--- src/rtl/fetch_pkg.sv ---
//------------------------------------------------------------------------------
// Module   : fetch_pkg
// Brief    : Shared types and constants for the instruction fetch stage.
// Revision : 1.0 - initial release
//------------------------------------------------------------------------------
`default_nettype none

package fetch_pkg;

    typedef enum logic [1:0] {
        BOOT  = 2'd0,
        RUN   = 2'd1,
        FAULT = 2'd2
    } fetch_state_e;

    localparam logic [31:0] INSTR_BYTES       = 32'd4;
    localparam logic [31:0] DEFAULT_NOP_INSTR = 32'h0000_0013;

    typedef struct packed {
        logic        valid;
        logic [31:0] pc;
        logic [31:0] instr;
        logic [31:0] pc_plus4;
    } if_id_t;

endpackage

`default_nettype wire

--- src/rtl/if_id_register.sv ---
//------------------------------------------------------------------------------
// Module   : if_id_register
// Brief    : IF/ID pipeline register with load and squash controls.
// Revision : 1.0 - initial release
//------------------------------------------------------------------------------
`default_nettype none

module if_id_register
    import fetch_pkg::*;
#(
    parameter logic [31:0] NOP_INSTR = DEFAULT_NOP_INSTR
) (
    input  logic   clk,
    input  logic   rst,
    input  logic   load,
    input  logic   squash,
    input  if_id_t d,
    output if_id_t q
);

    if_id_t r_q;

    // Squash only clears valid/instr; pc fields keep their last value.
    always_ff @(posedge clk) begin
        if (rst) begin
            r_q.valid    <= 1'b0;
            r_q.pc       <= 32'd0;
            r_q.instr    <= NOP_INSTR;
            r_q.pc_plus4 <= 32'd0;
        end else if (load) begin
            r_q <= d;
        end else if (squash) begin
            r_q.valid <= 1'b0;
            r_q.instr <= NOP_INSTR;
        end
    end

    assign q = r_q;

endmodule

`default_nettype wire

--- src/rtl/instruction_fetch.sv ---
//------------------------------------------------------------------------------
// Module   : instruction_fetch
// Brief    : PC, fetch FSM, IF/ID capture and fetch counter.
// Revision : 1.0 - initial release
//------------------------------------------------------------------------------
`default_nettype none

module instruction_fetch
    import fetch_pkg::*;
#(
    parameter logic [31:0] RESET_PC  = 32'h0000_0000,
    parameter logic [31:0] NOP_INSTR = DEFAULT_NOP_INSTR
) (
    input  logic        clk,
    input  logic        rst,
    output logic [31:0] imem_addr,
    input  logic [31:0] imem_instr,
    input  logic        stall,
    input  logic        flush,
    input  logic        redirect_valid,
    input  logic [31:0] redirect_pc,
    output logic        if_id_valid,
    output logic [31:0] if_id_pc,
    output logic [31:0] if_id_instr,
    output logic [31:0] if_id_pc_plus4,
    output logic        fetch_fault,
    output logic [31:0] fetch_count
);

    fetch_state_e r_state, w_state_next;
    logic [31:0]  r_pc, w_pc_next;
    logic [31:0]  r_count;
    logic         w_load, w_squash, w_count_inc;
    logic [31:0]  w_pc_plus4;
    if_id_t       w_if_id_d, w_if_id_q;

    assign w_pc_plus4 = r_pc + INSTR_BYTES;

    always_ff @(posedge clk) begin
        if (rst) begin
            r_state <= BOOT;
            r_pc    <= RESET_PC;
            r_count <= 32'd0;
        end else begin
            r_state <= w_state_next;
            r_pc    <= w_pc_next;
            if (w_count_inc) r_count <= r_count + 32'd1;
        end
    end

    always_comb begin
        w_state_next = r_state;
        w_pc_next    = r_pc;
        w_load       = 1'b0;
        w_squash     = 1'b0;
        w_count_inc  = 1'b0;
        case (r_state)
            BOOT: w_state_next = RUN;
            RUN: begin
                if (redirect_valid && (redirect_pc[1:0] != 2'b00)) begin
                    w_state_next = FAULT;
                    w_squash     = 1'b1;
                end else if (redirect_valid) begin
                    w_pc_next = redirect_pc;
                    w_squash  = 1'b1;
                end else if (stall) begin
                    w_squash = flush;
                end else if (flush) begin
                    w_pc_next = w_pc_plus4;
                    w_squash  = 1'b1;
                end else begin
                    w_pc_next   = w_pc_plus4;
                    w_load      = 1'b1;
                    w_count_inc = 1'b1;
                end
            end
            FAULT: w_state_next = FAULT;
            default: w_state_next = BOOT;
        endcase
    end

    always_comb begin
        w_if_id_d          = '0;
        w_if_id_d.valid    = 1'b1;
        w_if_id_d.pc       = r_pc;
        w_if_id_d.instr    = imem_instr;
        w_if_id_d.pc_plus4 = w_pc_plus4;
    end

    if_id_register #(
        .NOP_INSTR (NOP_INSTR)
    ) u_if_id (
        .clk    (clk),
        .rst    (rst),
        .load   (w_load),
        .squash (w_squash),
        .d      (w_if_id_d),
        .q      (w_if_id_q)
    );

    assign imem_addr      = r_pc;
    assign if_id_valid    = w_if_id_q.valid;
    assign if_id_pc       = w_if_id_q.pc;
    assign if_id_instr    = w_if_id_q.instr;
    assign if_id_pc_plus4 = w_if_id_q.pc_plus4;
    // The fault flag is the FAULT state itself, so it is sticky until reset.
    assign fetch_fault    = (r_state == FAULT);
    assign fetch_count    = r_count;

endmodule

`default_nettype wire
--- config.mk ---
export PLATFORM = sky130hd
export DESIGN_NAME = instruction_fetch
export DESIGN_NICKNAME = d
export VERILOG_FILES = /design/src/rtl/fetch_pkg.sv /design/src/rtl/if_id_register.sv /design/src/rtl/instruction_fetch.sv
export SDC_FILE = /design/constraint.sdc
export NUM_CORES = 1
export LEC_CHECK = 0
export BUFFER_PORTS_ARGS = -buffer_cell sky130_fd_sc_hd__buf_2
export CORE_AREA = 2 2 211 109
export DETAILED_ROUTE_END_ITERATION = 7
export DIE_AREA = 0 0 213 111
export GPL_TIMING_DRIVEN = 0
export RECOVER_POWER = 25
export SETUP_SLACK_MARGIN = 0.05
export SYNTH_ARGS = -nofsm -noshare
export SYNTH_HDL_FRONTEND = slang
export SYNTH_SLANG_ARGS = --single-unit
--- constraint.sdc ---
create_clock -name clk -period 2.9 [get_ports clk]
set_input_delay 0.29 -clock clk [delete_from_list [all_inputs] [get_ports clk]]
set_output_delay 0.29 -clock clk [all_outputs]
set_load 0.01 [all_outputs]
==> results.yml, run 1 <==
logic_synthesis:
  synth_compound_gate_area_share_pct: 17.2
  syn_area_mm2: 0.00733
  synth_area_per_cell_um2: 8.19
  synth-edff-count: 0
  syn_nets: 969
  yosys_warnings: 0
  synth_simple_gate_area_share_pct: 23.4
  async_flop_share_pct: 0
  ys_ff_latch: 161
  synth_cells: 895
  synth-xor-area-share_pct: 6.33
  ys_types: 44
  synth-main-ff-cell: "dfxtp_1"
  synth_mux_area_share_pct: 0.683
  ys_seq_area_share_pct: 44.0
  synthAdderAreaFrac_pct: 0.853
  synth_top_family_by_area: "simple AND/OR/NAND/NOR gates"
timing:
  finClkSkew_ns: 0.00828
  rsz0062_at_grt: "no"
  final.setup.tns_ns: 0
  tightest_slew_ns: 0.824
  hold_viol_final: 0
  fin_crit_sh_pct: 94.8
  post-route-min-period_ns: 2.75
  drv_slew: 0
  setup_violations: 0
  relSlewSlack_pct: 44.9
  fmax_ghz: 0.364
floorplan:
  die_h_um: 111
  ios: 231
  start_util_pct: 33.2
  core_mm2: 0.0221
  die_area_mm2: 0.0236
  rows: 39
  die_x_um: 213
clocking:
  clkTransAtPathRegs_ns: 0.06
  cts_buffers: 17
  cts_tree: "yes"
  cts_root_buf: "clkbuf_16"
  clk_path_buf_depth: 2
  cts_hold_buf: 0
  clock_sinks: 161
  insertion_delay_ns: 0.44
  h-tree-depth: 4
grt:
  grt.total_usage_pct: 23.3
  grt_max_degree: 17
  overflow: 0
  grt_pass1_wl_mm: 40.9
  grt_pass1_vias: 6671
  antenna_found_initial: 1
power:
  power.share.switching_pct: 27.7
  internal-power_uw: 4070
  p_per_area_mw_per_mm2: 594
  comb_power_share_pct: 15.0
  total_leakage_power_uw: 0.00366
  max-vdd-ir-drop_v: 0.000415
  total_power_uw: 5630
  p_clk_share_pct: 42.5
  seq_power_share_pct: 42.5
  p_sw_uw: 1560
routing:
  drc_errors: 0
  ant_nets: 0
  first_pass_iters: 5
  via_count: 7582
  wl_per_cell_um: 18.8
  routed_wl_mm: 27.5
  drtIter0Drc: 794
  vias_per_cell: 5.17
min_path:
  worstHoldPathType: "primary input to flop"
  holdPathStages: 3
  worstHoldStart: "imem_instr[5]"
place:
  placedCellCount: 1432
  io_buffer_count: 230
  place.gp.congestion: 0.936
  dpl.hpwl_mm: 20.8
  place_area_mm2: 0.00887
outcome:
  status: "finished clean"
cells_and_area:
  area_growth_pct: 29.2
  finalNonFillerCells: 1466
  drive_gt1_share_pct: 20.5
  utilization_pct: 42.8
  final_area_mm2: 0.00947
  nNetsFinal: 1222
critical_path:
  cp-startpoint: "r_state[1]$_SDFFE_PP0P_"
  setup.worst_path.start_class: "flop"
  crit_type: "flop to flop"
  reg2reg_depth: 8
  worstSetupEndpointType: "flop"
  regToRegStartpoint: "r_state[1]$_SDFFE_PP0P_"
  critPathArrivalTime_ns: 3.02
  cp_max_fo: 10
  cp.required_ns: 3.17
run:
  cap_violations: 0
==> registers in the layout, summed over array words and instances (netlist names) <==
| name | cells |
|---|---|
| fetch_count | 32 |
| r_state | 2 |
| u_if_id.q | 95 |
| imem_addr | 32 |
==> what timing repair did <==
action	CTS	global route
setup buffers	0	4
pin swaps	0	2
setup endpoints to repair	84	20
cloned	0	0
resized for setup	5	13
==> metrics by stage <==
step           setup slack [ns]  hold slack [ns]
5_1_grt                  0.0512           0.0955
3_5_place_dp             -0.402            0.444
3_3_place_gp             -0.350            0.440
4_1_cts                  0.0766           0.0785
6_report                  0.152            0.103
2_1_floorplan             0.515            0.438
==> kinds of logic after synthesis <==
logic type	after synthesis
and+or+nand+nor	358
buffers and inverters	111
AOI/OAI and AO/OA	202
DFF	161
muxes	5
xor gates and xnor gates	53
adders and majority gates	5
==> worst max-delay path: stages, from the launching register on <==
cell and delay, ns:
dfxtp_1 0.36, inv_1 0.08, ha_1 0.28, nor4bb_4 0.22
nor2_1 0.65, clkbuf_1 0.57, nor3_1 0.13, mux2i_1 0.16
o21ai_0 0.14
==> worst paths after layout <==
check,to,slack [ns]
worst max-delay path,imem_addr[27]$_SDFFE_PP0P_,0.15
worst max register to register,imem_addr[27]$_SDFFE_PP0P_,0.15
worst min register to register,u_if_id.q[73]$_SDFFE_PP0P_,0.45
worst min-delay path,u_if_id.q[37]$_SDFFE_PP0P_,0.10
==> cell usage in the layout, fill, tap and decap left out, types with 8 or more instances in the layout <==
cell type / netlist / routed
xnor2_1: 29 / 29
and4_1: 12 / 12
a21oi_1: 65 / 65
a22o_1: 8 / 8
a31oi_1: 11 / 11
nand4_1: 18 / 18
nor2_1: 104 / 104
nor4_1: 11 / 8
buf_2: 3 / 153
nand2_1: 118 / 118
xor2_1: 24 / 24
and3_1: 13 / 13
clkbuf_16: 0 / 17
clkbuf_1: 61 / 138
nand3_1: 33 / 33
dfxtp_1: 161 / 160
o21ai_0: 42 / 42
and2_1: 12 / 12
inv_1: 10 / 10
a211oi_1: 12 / 12
a22oi_1: 36 / 36
nor3_1: 12 / 11
buf_4: 35 / 39
==> power by group through the flow <==
stage	Sequential, µW	Clock [µW]	Combinational, µW
2_1_floorplan	2430	0	466
3_3_place_gp	2430	0	823
3_5_place_dp	2440	0	833
4_1_cts	2390	2440	847
5_1_grt	2400	2540	918
6_report	2390	2390	842
==> area by class of cell <==
type | instances | area [µm²]
fill | 2354 | 12600
multi-input combinational | 623 | 3610
sequential | 161 | 3220
timing repair buffer | 234 | 1080
buffer | 101 | 520
clock buffer | 25 | 515
tap | 307 | 384
clock inverter | 4 | 97.6
inverter | 10 | 37.5
antenna | 1 | 2.50
==> synth_stat cells (4+ instances only) <==
library cell | n | area, µm²
and2_1 | 12 | 75.1
o31ai_1 | 7 | 52.6
inv_1 | 10 | 37.5
mux2i_1 | 5 | 50.1
a31oi_1 | 11 | 68.8
a21oi_1 | 65 | 325
o22ai_1 | 5 | 31.3
nor2_1 | 104 | 390
and3_1 | 13 | 81.3
xor2_1 | 24 | 210
buf_4 | 35 | 263
nand4_1 | 18 | 113
a32o_1 | 5 | 50.1
a22o_1 | 8 | 70.1
o21ai_0 | 42 | 210
nor3_1 | 12 | 60.1
o41ai_1 | 4 | 35.0
and4_1 | 12 | 105
a211oi_1 | 12 | 90.1
xnor2_1 | 29 | 254
nand2_1 | 118 | 443
or3_1 | 6 | 37.5
dfxtp_1 | 161 | 3220
ha_1 | 5 | 62.6
clkbuf_1 | 61 | 229
nand3_1 | 33 | 165
a22oi_1 | 36 | 270
nor4_1 | 11 | 68.8
==> per-layer routing <==
layer	up-vias	track usage (%)	wire, µm
met1	3578	36.2	13700
met2	365	28.4	10300
met4	0	6.90	363
met5	-	0	0
li1	3616	-	-
met3	23	9.04	3170
No activity file was read; power rests on OpenSTA's default activity.
==> run 2, diff against run 1 <==
--- a/config.mk
+++ b/config.mk
@@ -5,10 +5,11 @@
 export SDC_FILE = /design/constraint.sdc
 export NUM_CORES = 1
 export LEC_CHECK = 0
+export ABC_AREA = 1
 export BUFFER_PORTS_ARGS = -buffer_cell sky130_fd_sc_hd__buf_2
-export CORE_AREA = 2 2 211 109
+export CORE_AREA = 2 2 219 113
 export DETAILED_ROUTE_END_ITERATION = 7
-export DIE_AREA = 0 0 213 111
+export DIE_AREA = 0 0 221 115
 export GPL_TIMING_DRIVEN = 0
 export RECOVER_POWER = 25
 export SETUP_SLACK_MARGIN = 0.05
==> run 2 against run 1 <==
  * Total power up 9.2%
  * Combinational power up 56%
  * Via count up 6.9%
  * Fmax up 29%
  * Highest routed layer is now met5
  * Sequential share of layout area down 1.4 points
==> results.yml, run 2 <==
logic_synthesis:
  yosysMostFrequentCell: "nand2_1"
  async_flop_share_pct: 0
  synth_top_area_cell: "dfxtp_1"
  ys_seq_area_share_pct: 41.0
  ys_types: 38
  synth_area_per_cell_um2: 6.99
  synth-main-ff-cell: "dfxtp_1"
  synth_common_cells: "nand2_1, nor2_1, dfxtp_1"
  ys_ff_latch: 161
  synth-edff-count: 0
  synth.top_cell.area_share_pct: 41.0
  synth_cells: 1125
  syn_area_mm2: 0.00787
  syn_nets: 1199
  synth.area.top_cells: "dfxtp_1, nand2_1, nor2_1"
  yosys_warnings: 0
grt:
  grt.total_usage_pct: 22.7
  overflow: 0
  grt_max_degree: 17
  grt_pass1_vias: 7271
  antenna_found_initial: 1
  grt_pass1_wl_mm: 43.4
critical_path:
  cp_slowest_stage_delay_ns: 0.63
  reg2reg_depth: 8
  r2r_end: "u_if_id.q[40]$_SDFFE_PP0P_"
  regToRegStartpoint: "r_state[1]$_SDFFE_PP0P_"
  critPathArrivalTime_ns: 2.41
  critical_path.top_delay_family: "compound AO/OA/AOI/OAI gates"
  crit_type: "flop to flop"
  cp_slowest_cell: "a31oi_1"
  cp_cell_sequence: "inv_1, ha_1, inv_2, a31oi_1, inv_1, clkbuf_1, nand2_1, a21oi_1"
  setup.worst_path.start_class: "flop"
  ff2ff_setup_slack_ns: 0.77
  cp_common_cell: "inv_1"
  crit_buf_inv: 4
  cp.required_ns: 3.18
  cp_max_fo: 10
  worstSetupEndpointType: "flop"
routing:
  ant_nets: 0
  routed_wl_mm: 28.9
  via_count: 8107
  drtIter0Drc: 749
  first_pass_iters: 5
  wl_per_cell_um: 17.0
  vias_per_cell: 4.76
  drc_errors: 0
floorplan:
  die_x_um: 221
  rows: 40
  core_mm2: 0.0236
  ios: 231
  start_util_pct: 33.4
  die_area_mm2: 0.0254
  die_h_um: 115
cells_and_area:
  utilization_pct: 41.8
  nFillCells: 2536
  final_common_cell: "nand2_1"
  final_cell_mix: "nand2_1, nor2_1, buf_2, dfxtp_1, a21oi_1"
  finalNonFillerCells: 1702
  largest_reg_flops: 95
  nNetsFinal: 1447
  drive_gt1_share_pct: 21.0
  area_growth_pct: 25.3
  final_area_mm2: 0.00986
power:
  max-vdd-ir-drop_v: 0.000287
  total_leakage_power_uw: 0.00430
  p_per_area_mw_per_mm2: 623
clocking:
  cts_root_buf: "clkbuf_16"
  cts_hold_buf: 0
  ctsResizeCount: 0
  insertion_delay_ns: 0.44
  clkTransAtPathRegs_ns: 0.07
  clock_sinks: 161
  h-tree-depth: 4
  postCtsSetupBuffers: 0
  clk_path_buf_depth: 2
  cts_tree: "yes"
  cts_buffers: 17
timing:
  fin_crit_sh_pct: 73.3
  setup_violations: 0
  relSlewSlack_pct: 43.1
  hold_viol_final: 0
  tightest_slew_ns: 0.849
  drv_slew: 0
  finClkSkew_ns: 0.0126
  final.setup.tns_ns: 0
  rsz0062_at_grt: "no"
  fmax_ghz: 0.471
  post-route-min-period_ns: 2.13
place:
  placedCellCount: 1669
  place.gp.congestion: 0.977
  place_area_mm2: 0.00941
  io_buffer_count: 229
  dpl.hpwl_mm: 22.7
min_path:
  worstHoldStart: "imem_instr[0]"
  holdPathStages: 3
  worstHoldEndpoint: "u_if_id.q[32]$_SDFFE_PP1P_"
  worstHoldPathType: "primary input to flop"
outcome:
  status: "finished clean"
run:
  cap_violations: 0
## run 2: cell count changes after synthesis, moves of 15 or more
| cell | delta |
|---|---|
| nor2_1 | +61 |
| a21oi_1 | +50 |
| a22oi_1 | -36 |
| nor2_4 | +15 |
| xor2_1 | -18 |
| o21ai_0 | +47 |
| xnor2_1 | -23 |
| clkbuf_1 | -31 |
| o21ai_1 | +18 |
| nand2_1 | +144 |
| inv_1 | +81 |
## run 2: routing by layer
metal / GRT usage, % / wire length (µm) / vias up
li1: - / - / 4056
met1: 36.2 / 15700 / 3721
met2: 27.3 / 10200 / 300
met3: 7.28 / 2560 / 28
met4: 6.04 / 394 / 2
met5: 2.69 / 96 / -
## run 2: power by group
| part | leakage (µW) | internal [µW] | switching, µW | total, µW |
|---|---|---|---|---|
| registers | 0.00130 | 2400 | 247 | 2650 |
| logic | 0.00273 | 498 | 813 | 1310 |
| clock network | 0.000266 | 1220 | 965 | 2190 |
| total | 0.00430 | 4120 | 2020 | 6150 |
## run 2: stage by stage
| step | power (µW) | hold slack [ns] | setup slack [ns] |
|---|---|---|---|
| floorplan | 3440 | 0.428 | 1.41 |
| global placement | 3990 | 0.445 | 0.705 |
| detailed placement | 4010 | 0.449 | 0.687 |
| CTS | 6190 | 0.0664 | 0.686 |
| global route | 6450 | 0.0862 | 0.540 |
| finish | 6150 | 0.0847 | 0.775 |
## run 2: cells by family after synthesis
logic type	Yosys count	share of synthesized area, %
AOI/OAI and AO/OA	235	15.3
buffers and inverters	181	10.9
DFF	161	41.0
xor gates and xnor gates	17	2.37
adders and majority gates	5	0.795
and+or+nand+nor	526	29.7
## run 2: worst max path at each step
stage                                  startpoint                      endpoint  slack, ns  cells past startpoint
final                     r_state[1]$_SDFFE_PP0P_    u_if_id.q[40]$_SDFFE_PP0P_       0.77                      8
after global routing      r_state[1]$_SDFFE_PP0P_    u_if_id.q[60]$_SDFFE_PP0P_       0.54                      8
after CTS                 r_state[1]$_SDFFE_PP0P_    u_if_id.q[40]$_SDFFE_PP0P_       0.69                      8
after detailed placement  r_state[1]$_SDFFE_PP0P_    u_if_id.q[40]$_SDFFE_PP0P_       0.69                      8
after global placement    r_state[1]$_SDFFE_PP0P_    u_if_id.q[96]$_SDFFE_PP0P_       0.71                      8
after floorplan           r_state[1]$_SDFFE_PP0P_  fetch_count[11]$_SDFFE_PP0P_       1.41                     11
## run 2: layout make-up
class | instances | area (µm²) | share of cell area, %
Multi-Input combinational cell | 783 | 3790 | 38.4
Tap cell | 315 | 394 | 4.00
Antenna cell | 1 | 2.50 | 0.0254
Inverter | 96 | 360 | 3.65
Timing Repair Buffer | 229 | 1050 | 10.6
Buffer | 85 | 494 | 5.01
Clock buffer | 22 | 464 | 4.71
Sequential cell | 161 | 3220 | 32.7
Clock inverter | 10 | 86.3 | 0.876
## run 2: worst reg2reg max path, delay by kind of cell (launching register included)
| kind | cells | cell delay [ns] |
|---|---|---|
| and+or+nand+nor | 1 | 0.12 |
| adders and majority gates | 1 | 0.20 |
| DFF | 1 | 0.31 |
| AOI/OAI and AO/OA | 2 | 0.70 |
| buffers and inverters | 4 | 0.66 |
==> run 3, diff against run 2 <==
==> constraint.sdc (replaced) <==
create_clock -name clk -period 2 [get_ports clk]
set_input_delay 0.2 -clock clk [delete_from_list [all_inputs] [get_ports clk]]
set_output_delay 0.2 -clock clk [all_outputs]
set_load 0.01 [all_outputs]
==> run 3 against run 2 <==
  * Sequential power rose by 45%
  * Combinational power rose by 49%
  * Largest cell class unchanged
  * Final area rose by 2.0%
==> results.yml, run 3 (synthesis gave the netlist of run 2 again) <==
floorplan:
  die_h_um: 115
  die_area_mm2: 0.0254
  rows: 40
  start_util_pct: 33.4
  ios: 231
  die_x_um: 221
  core_mm2: 0.0236
timing:
  hold_viol_final: 0
  post-route-min-period_ns: 1.84
  fin_ws_ns: 0.162
  rsz0062_at_grt: "yes"
  setup_violations: 0
  relSlewSlack_pct: 52.0
  tightest_slew_ns: 0.721
  fmax_ghz: 0.544
  finClkSkew_ns: 0.0116
  fin_crit_sh_pct: 91.9
  drv_slew: 0
routing:
  drtIter0Drc: 734
  drc_errors: 0
  vias_per_cell: 4.77
  first_pass_iters: 7
  via_count: 8196
  ant_nets: 0
  wl_per_cell_um: 17.0
  routed_wl_mm: 29.3
critical_path:
  critPathArrivalTime_ns: 2.21
  regToRegStartpoint: "r_state[1]$_SDFFE_PP0P_"
  worstSetupEndpointType: "flop"
  r2r_end: "fetch_count[22]$_SDFFE_PP0P_"
  cp_max_fo: 5
  cp.required_ns: 2.37
  cp_slowest_stage_delay_ns: 0.31
  reg2reg_depth: 13
  crit_type: "flop to flop"
  setup.worst_path.start_class: "flop"
  cp_cell_sequence: "inv_1, ha_2, inv_2, nor2_4, nand2_4, buf_4, nor2_4, nand2_2, nor2_4, nand3_1, nand2_1, nand2_1, nor2_1"
  cp_common_cell: "nor2_4"
  ff2ff_setup_slack_ns: 0.16
  cp_slowest_cell: "dfxtp_1"
min_path:
  holdPathStages: 3
  worstHoldPathType: "primary input to flop"
  worstHoldEndpoint: "u_if_id.q[50]$_SDFFE_PP0P_"
  worstHoldStart: "imem_instr[18]"
place:
  placedCellCount: 1669
  dpl.hpwl_mm: 22.7
  place_area_mm2: 0.00941
  io_buffer_count: 229
  place.gp.congestion: 0.977
  dp_slack_ns: -0.213
cells_and_area:
  drive_gt1_share_pct: 22.1
  finalNonFillerCells: 1718
  nFillCells: 2523
  final_cell_mix: "nand2_1, nor2_1, buf_2, dfxtp_1, a21oi_1"
  nNetsFinal: 1463
  area_growth_pct: 27.9
  final_common_cell: "nand2_1"
  final_area_mm2: 0.0101
  largest_reg_flops: 95
clocking:
  clkTransAtPathRegs_ns: 0.07
  cts_buffers: 17
  cts_root_buf: "clkbuf_16"
  insertion_delay_ns: 0.44
  h-tree-depth: 4
  clk_path_buf_depth: 2
  cts_tree: "yes"
  clock_sinks: 161
grt:
  grt.total_usage_pct: 22.8
  grt_pass1_vias: 7338
  grt_pass1_wl_mm: 43.7
  overflow: 0
  grt_max_degree: 17
  antenna_found_initial: 1
power:
  max-vdd-ir-drop_v: 0.000417
  total_power_uw: 8980
  total_leakage_power_uw: 0.00441
  p_per_area_mw_per_mm2: 893
outcome:
  status: "finished clean"
run:
  cap_violations: 0
run 3: worst max path at each step:
stage / start / end / slack (ns) / cells past startpoint
3_3_place_gp: r_state[1]$_SDFFE_PP0P_ / u_if_id.q[96]$_SDFFE_PP0P_ / -0.19 / 8
3_5_place_dp: r_state[1]$_SDFFE_PP0P_ / u_if_id.q[40]$_SDFFE_PP0P_ / -0.21 / 8
2_1_floorplan: r_state[1]$_SDFFE_PP0P_ / fetch_count[11]$_SDFFE_PP0P_ / 0.51 / 11
4_1_cts: r_state[1]$_SDFFE_PP0P_ / imem_addr[24]$_SDFFE_PP0P_ / 0.05 / 8
6_report: r_state[1]$_SDFFE_PP0P_ / fetch_count[22]$_SDFFE_PP0P_ / 0.16 / 13
5_1_grt: r_state[1]$_SDFFE_PP0P_ / fetch_count[18]$_SDFFE_PP0P_ / 0.02 / 12
run 3: report_power, final:
group	switching [µW]	internal, µW
clock	1410	1770
sequential	359	3480
combinational	1200	755
total	2970	6010
run 3: area by class of cell:
class	count	area, µm²	share of cell area, %
multi-input combinational	783	3820	38.0
sequential	161	3230	32.1
timing repair buffer	245	1190	11.9
buffer	85	507	5.04
clock buffer	22	464	4.61
tap	315	394	3.92
inverter	96	360	3.58
clock inverter	10	86.3	0.858
antenna	1	2.50	0.0249
run 3: worst max-delay path, delay by kind of cell, from the launching register on:
family / cells / cell delay [ns]
flops: 1 / 0.31
simple gates: 9 / 0.93
fa+ha+maj: 1 / 0.20
buf+inv: 3 / 0.32
run 3: metal layers:
layer  up-vias  GRT usage, %  routed length, µm
met5         -          2.69                 96
met4         2          6.04                393
met3        28          7.18               2540
met2       313          27.8              10500
met1      3765          36.3              15800
li1       4088             -                  -
run 3: stage by stage:
step	TNS, ns	utilization (%)	hold slack, ns
after floorplan	0	-	0.338
after global placement	-5.25	39.9	0.431
after detailed placement	-5.91	39.9	0.438
after CTS	0	42.7	0.00162
after global routing	0	42.7	0.00498
final	0	42.7	0.0187
run 3: timing repair:
action | in CTS | in global routing
hold buffers | 11 | 0
endpoints found under the hold margin | 11 | 0
setup endpoints to repair | 30 | 72
resized for setup | 1 | 22
pin swaps | 0 | 3
setup buffers | 0 | 5
